### config.mk
export PLATFORM = sky130hd
export DESIGN_NAME = genius_sequence_player
export DESIGN_NICKNAME = d
export VERILOG_FILES = /design/src/rtl/genius_pkg.sv /design/src/rtl/slow_tick_sync.sv /design/src/rtl/genius_sequence_player.sv
export SDC_FILE = /design/constraint.sdc
export NUM_CORES = 1
export LEC_CHECK = 0
export BUFFER_PORTS_ARGS = -buffer_cell sky130_fd_sc_hd__clkbuf_2
export CAP_MARGIN = 5
export CORE_UTILIZATION = 25
export CTS_CLUSTER_DIAMETER = 30
export DETAILED_ROUTE_END_ITERATION = 12
export GPL_ROUTABILITY_DRIVEN = 0
export GPL_TIMING_DRIVEN = 1
export SLEW_MARGIN = 20
export SYNTH_ARGS = -nofsm -noshare
export SYNTH_HDL_FRONTEND = slang
export SYNTH_SLANG_ARGS = --single-unit
export TNS_END_PERCENT = 1
### constraint.sdc
create_clock -name clk_50MHz -period 2.65 [get_ports clk_50MHz]
set_input_delay 0.3975 -clock clk_50MHz [delete_from_list [all_inputs] [get_ports clk_50MHz]]
set_output_delay 0.3975 -clock clk_50MHz [all_outputs]
set_load 0.05 [all_outputs]
### src/rtl/genius_pkg.sv
// Shared constants, colour/speed codes and playback state encoding for the
// Genius sequence player.
package genius_pkg;

  localparam int SEQ_MAX_LEN = 32;

  typedef enum logic [1:0] {
    GREEN  = 2'd0,
    RED    = 2'd1,
    YELLOW = 2'd2,
    BLUE   = 2'd3
  } colour_t;

  typedef enum logic [1:0] {
    SPD_025 = 2'd0,
    SPD_05  = 2'd1,
    SPD_1   = 2'd2,
    SPD_2   = 2'd3
  } speed_t;

  typedef enum logic [2:0] {
    IDLE  = 3'd0,
    ALIGN = 3'd1,
    FETCH = 3'd2,
    LOAD  = 3'd3,
    SHOW  = 3'd4,
    GAP   = 3'd5,
    DONE  = 3'd6
  } state_t;

  function automatic logic [3:0] colour_onehot(input logic [1:0] code);
    return 4'b0001 << code;
  endfunction

endpackage

### src/rtl/slow_tick_sync.sv
// Brings one slow asynchronous square wave into clk_50MHz and emits a
// single-cycle tick on each of its rising edges.
module slow_tick_sync (
  input  logic clk_50MHz,
  input  logic reset,
  input  logic slow_in,
  output logic tick
);

  logic s1;
  logic s2;
  logic prev;

  always_ff @(posedge clk_50MHz) begin
    if (reset) begin
      s1   <= 1'b0;
      s2   <= 1'b0;
      prev <= 1'b0;
    end else begin
      s1   <= slow_in;
      s2   <= s1;
      prev <= s2;
    end
  end

  assign tick = s2 & ~prev;

endmodule

### src/rtl/genius_sequence_player.sv
// Plays the stored colour sequence on the LEDs, one tick period on and one
// tick period dark per entry, at the speed latched when playback starts.
//
//   state | meaning
//   IDLE  | waiting for start
//   ALIGN | waiting for first selected tick so colour 0 gets a full period
//   FETCH | rd_addr presented to sequence RAM
//   LOAD  | rd_data valid, colour latched onto led
//   SHOW  | colour lit until next tick
//   GAP   | dark until next tick, then next entry or finish
//   DONE  | one-cycle done pulse, busy drops on the way out
module genius_sequence_player #(
  parameter int SEQ_MAX_LEN = genius_pkg::SEQ_MAX_LEN,
  parameter int ADDR_W      = $clog2(SEQ_MAX_LEN),
  parameter int LEN_W       = ADDR_W + 1
) (
  input  logic              clk_50MHz,
  input  logic              reset,
  input  logic              clk_025Hz,
  input  logic              clk_05Hz,
  input  logic              clk_1Hz,
  input  logic              clk_2Hz,
  input  logic [1:0]        speed_sel,
  input  logic              start,
  input  logic [LEN_W-1:0]  seq_len,
  output logic [ADDR_W-1:0] rd_addr,
  input  logic [1:0]        rd_data,
  output logic [3:0]        led,
  output logic              busy,
  output logic              done
);

  import genius_pkg::*;

  localparam logic [LEN_W-1:0] MAX_LEN = LEN_W'(SEQ_MAX_LEN);

  logic tick_025;
  logic tick_05;
  logic tick_1;
  logic tick_2;
  logic tick_sel;

  state_t           state_q, state_nxt;
  logic [3:0]       led_q, led_nxt;
  logic             busy_q, busy_nxt;
  logic [LEN_W-1:0] idx_q, idx_nxt;
  logic [LEN_W-1:0] len_q, len_nxt;
  speed_t           spd_q, spd_nxt;
  logic [LEN_W-1:0] idx_inc;

  slow_tick_sync u_tick_025hz (.clk_50MHz(clk_50MHz), .reset(reset), .slow_in(clk_025Hz), .tick(tick_025));
  slow_tick_sync u_tick_05hz  (.clk_50MHz(clk_50MHz), .reset(reset), .slow_in(clk_05Hz),  .tick(tick_05));
  slow_tick_sync u_tick_1hz   (.clk_50MHz(clk_50MHz), .reset(reset), .slow_in(clk_1Hz),   .tick(tick_1));
  slow_tick_sync u_tick_2hz   (.clk_50MHz(clk_50MHz), .reset(reset), .slow_in(clk_2Hz),   .tick(tick_2));

  // Rate follows the latched speed, not the live speed_sel input.
  always_comb begin
    tick_sel = 1'b0;
    case (spd_q)
      SPD_025: tick_sel = tick_025;
      SPD_05:  tick_sel = tick_05;
      SPD_1:   tick_sel = tick_1;
      SPD_2:   tick_sel = tick_2;
      default: tick_sel = 1'b0;
    endcase
  end

  assign idx_inc = idx_q + LEN_W'(1);

  always_ff @(posedge clk_50MHz) begin
    if (reset) begin
      state_q <= IDLE;
      led_q   <= '0;
      busy_q  <= 1'b0;
      idx_q   <= '0;
      len_q   <= '0;
      spd_q   <= SPD_025;
    end else begin
      state_q <= state_nxt;
      led_q   <= led_nxt;
      busy_q  <= busy_nxt;
      idx_q   <= idx_nxt;
      len_q   <= len_nxt;
      spd_q   <= spd_nxt;
    end
  end

  always_comb begin
    state_nxt = state_q;
    led_nxt   = led_q;
    busy_nxt  = busy_q;
    idx_nxt   = idx_q;
    len_nxt   = len_q;
    spd_nxt   = spd_q;
    case (state_q)
      IDLE: begin
        if (start) begin
          busy_nxt = 1'b1;
          if (seq_len == '0) begin
            state_nxt = DONE;
          end else begin
            len_nxt   = (seq_len > MAX_LEN) ? MAX_LEN : seq_len;
            spd_nxt   = speed_t'(speed_sel);
            idx_nxt   = '0;
            state_nxt = ALIGN;
          end
        end
      end
      ALIGN: if (tick_sel) state_nxt = FETCH;
      FETCH: state_nxt = LOAD;
      LOAD: begin
        led_nxt   = colour_onehot(rd_data);
        state_nxt = SHOW;
      end
      SHOW: begin
        if (tick_sel) begin
          led_nxt   = '0;
          state_nxt = GAP;
        end
      end
      GAP: begin
        if (tick_sel) begin
          if (idx_inc == len_q) begin
            state_nxt = DONE;
          end else begin
            idx_nxt   = idx_inc;
            state_nxt = FETCH;
          end
        end
      end
      DONE: begin
        busy_nxt  = 1'b0;
        led_nxt   = '0;
        state_nxt = IDLE;
      end
      default: state_nxt = IDLE;
    endcase
  end

  assign rd_addr = idx_q[ADDR_W-1:0];
  assign led     = led_q;
  assign busy    = busy_q;
  assign done    = (state_q == DONE);

endmodule

==> results by group <==
Run status
  • Run status: finished clean

Finish
  • Final Util: 30.21%
  • Fraction of layout instances using a drive strength above 1: between 20% and 30%
  • Area of the multi-input gates: 925.9 µm²
  • Design area: 1962 µm²
  • Fill count: 688
  • Register area: 680.7 µm²
  • Fin cells: 285
  • Area delta synth->final: 14.54%
  • Fin nets: ~230
  • # diodes: 0

Power and ir drop
  • Leak: 0.7557 nW
  • Clock Power Share: about a third
  • IR drop worst, VDD: 0.3472 mV
  • Internal: 0.8081 mW
  • Combinational share of power: 18.0%
  • Sw power: between 0.3 and 0.4 mW
  • P per Cell Area: 578.7 nW/µm²
  • Flop pwr share: 50.5%
  • Net Sw Frac: approximately 29%

Synth
  • Mux contribution to synthesized area: between 6 and 7%
  • Largest family of logic cells by synthesized area: simple AND/OR/NAND/NOR gates
  • Complex-gate fraction of the synthesized area: 18.33%
  • Yosys top cell area share: roughly two fifths
  • Mapped Avg Cell Area: roughly 9.3 µm²
  • Synth unique cells: 43
  • Post-synth EDFFs: 0
  • Syn Std Cell Area: between 1500 and 2000 µm²
  • Mapped Cells: 184
  • Post-Synth Simple-Gate Area: 25.13%
  • Syn. warnings: 0
  • FFs w/ async S/R, synth: 0%
  • Synth area leaders: dfxtp_1 40%, nor2b_1 7.7%, a21oi_1 3.5%
  • Post-Synth Adder-Cell Area: 0.7305%
  • Post-synthesis xor/xnor area fraction: 3.068%
  • Sequential share of the synthesized area: 39.74%
  • Ys flop type: dfxtp_1
  • Syn nets: 202
  • Leading area contributor after synthesis: dfxtp_1
  • FF+latch count, synth: 34

GRT
  • Gr ovfl total: 0
  • GR Util met1: 12.06%
  • Vias in the first global route: between 1000 and 1500
  • Largest net degree at the start of global routing: 38
  • GRT busiest layer: met2
  • GRT Total Usage: ~10%
  • Grt met2 use: 17.29%
  • GRT met3 Usage: 3.638%
  • Initial antenna violation count: 0
  • First-pass GRT wire length: 5823 µm

STA
  • Worst slew margin: 49.71%
  • Setup violators final: 0
  • Final critical-path share of the clock period: 81.45%
  • Final Slew Violations: 0
  • Worst clock skew: 0.009012 ns
  • WHS: 0.3239 ns
  • RSZ-0062 raised after global routing: no
  • Worst Tran Pin Value: 0.7544 ns
  • Tmin final: 2.158 ns
  • Hold Vio Cnt, Final: 0
  • Setup TNS: 0 ns
  • Highest Clock Rate: 463.3 MHz

Floorplan
  • Die width: 84.78 µm
  • Core box area: approximately 6500 µm²
  • Starting Density: 26.37%
  • Die height: 84.78 µm
  • # rows: 29
  • # IOs: 28
  • Die ar.: between 7000 and 8000 µm²

Routing
  • Drc violations: 0
  • DRT iter0 DRCs: 72
  • DR pass1 iterations: 4
  • Via density: 4.754
  • WL final: 3448 µm
  • Via count: 1355
  • Post-route ant nets: 0
  • Drt wl/cell: 12.10 µm

Setup path
  • CP max FO: 7
  • Type of the worst setup path: register to register
  • R2r setup slk: a little under 0.5 ns
  • Worst setup EP type: register
  • Required @ worst endpoint: 2.84 ns
  • Worst Reg-to-Reg Cells: 6
  • Worst path arrival time: 2.35 ns
  • CP Launch Type: register

Clock tree
  • Clk pin slew, worst setup/hold paths: ~0.070 ns
  • Post_cts resized: 0
  • Clock buffer depth: 2
  • # H-tree levels: 2
  • Clk root buf: clkbuf_8
  • Sinks on Clock Net: 34
  • Clock Latency Late Sink: 0.28 ns
  • CTS tree: yes
  • Post-CTS setup buffers: 0
  • Hold Buf Count CTS: 0
  • Num CTS Buffers: 5

Placed design
  • DP Wirelength: 2530 µm
  • PortBufs: 27
  • Dpl cell area: 1883 µm²
  • Dpl cells: 278

Run
  • MaxCap Viol Count: 0

Hold path
  • Worst hold path depth: 2
  • Worst Hold Class: primary input to register
layout by cell type, fill, tap and decap left out, types with 2 or more instances in the layout:
cell | synthesis | routed
a21oi_1 | 12 | 12
clkbuf_8 | 0 | 5
nand3b_1 | 2 | 2
a221oi_1 | 2 | 2
xor2_1 | 2 | 2
o21ai_0 | 2 | 2
nand2_1 | 10 | 10
and3_1 | 2 | 2
buf_4 | 5 | 3
nor2b_1 | 21 | 21
mux4_2 | 2 | 2
inv_1 | 6 | 6
a211oi_1 | 4 | 4
o32a_1 | 2 | 2
nand2b_1 | 4 | 4
xnor2_1 | 4 | 4
nor2_1 | 14 | 14
clkinv_2 | 0 | 2
dfxtp_1 | 34 | 34
or2b_1 | 4 | 4
o32ai_1 | 4 | 4
clkbuf_2 | 0 | 27
nand3_1 | 11 | 11
nor3_1 | 5 | 5
mux2i_1 | 6 | 6
layout make-up:
cell class / instances / share of cell area (%)
Multi-Input combinational cell: 131 / 47.19
Sequential cell: 34 / 34.69
Timing Repair Buffer: 30 / 8.036
Tap cell: 77 / 4.911
Clock buffer: 5 / 3.508
Inverter: 6 / 1.148
Clock inverter: 2 / 0.5102
power by group through the flow:
stage          Clock [mW]  Sequential, mW  Combinational, mW
6_report            0.358           0.573              0.205
5_1_grt             0.399           0.577              0.226
4_1_cts             0.373           0.573              0.206
3_5_place_dp            0           0.584              0.205
3_3_place_gp            0           0.582              0.203
2_1_floorplan           0           0.575              0.172
state kept, by name, indices dropped and copies added, names as in the netlist, 2 cells and up:
register  cells
len_q         6
led           4
state_q       3
idx_q         6
spd_q         2
Yosys cell counts, drive strengths merged (4+ instances only):
| cell type | count |
|---|---|
| dfxtp | 34 |
| nor2b | 21 |
| nor2 | 14 |
| a21oi | 13 |
| nand3 | 11 |
| nand2 | 10 |
| buf | 8 |
| inv | 6 |
| mux2i | 6 |
| clkbuf | 5 |
| nor3 | 5 |
| a211oi | 4 |
| nand2b | 4 |
| o32ai | 4 |
| or2b | 4 |
| xnor2 | 4 |
cell families (layout without fill, tap and decap cells):
group	Yosys count	after routing
xor+xnor	6	6
buf+inv	19	43
fa+ha+maj	1	1
compound gates	38	38
simple gates	77	77
flops	34	34
mux	9	9
routing by layer:
metal	vias to the layer above	share of wire [%]
met5	-	0
met4	0	1.8
met3	6	4.2
met2	22	48
met1	634	46
li1	693	-
critical path, stage by stage, from the launching register on:
cell,delay [ns]
dfxtp_1,0.43
ha_1,0.28
nor2b_1,0.08
a211o_1,0.28
a31o_4,0.28
a2111o_1,0.47
o32ai_1,0.24
through the flow:
stage	setup WS (ns)	power [mW]
final	0.4915	1.135
after detailed placement	0.5217	0.7892
after global placement	0.5638	0.7858
after floorplan	0.6592	0.7474
after CTS	0.4937	1.152
after global routing	0.3053	1.203
worst paths after layout:
check | from | to
setup reg to reg | idx_q[0]$_SDFFE_PP0P_ | idx_q[3]$_SDFFE_PP0P_
setup / recovery | idx_q[0]$_SDFFE_PP0P_ | idx_q[3]$_SDFFE_PP0P_
hold / removal | clk_05Hz | u_tick_05hz.s1$_SDFF_PP0_
hold reg to reg | u_tick_025hz.s1$_SDFF_PP0_ | u_tick_025hz.s2$_SDFF_PP0_
No activity file was read; power rests on OpenSTA's default activity.
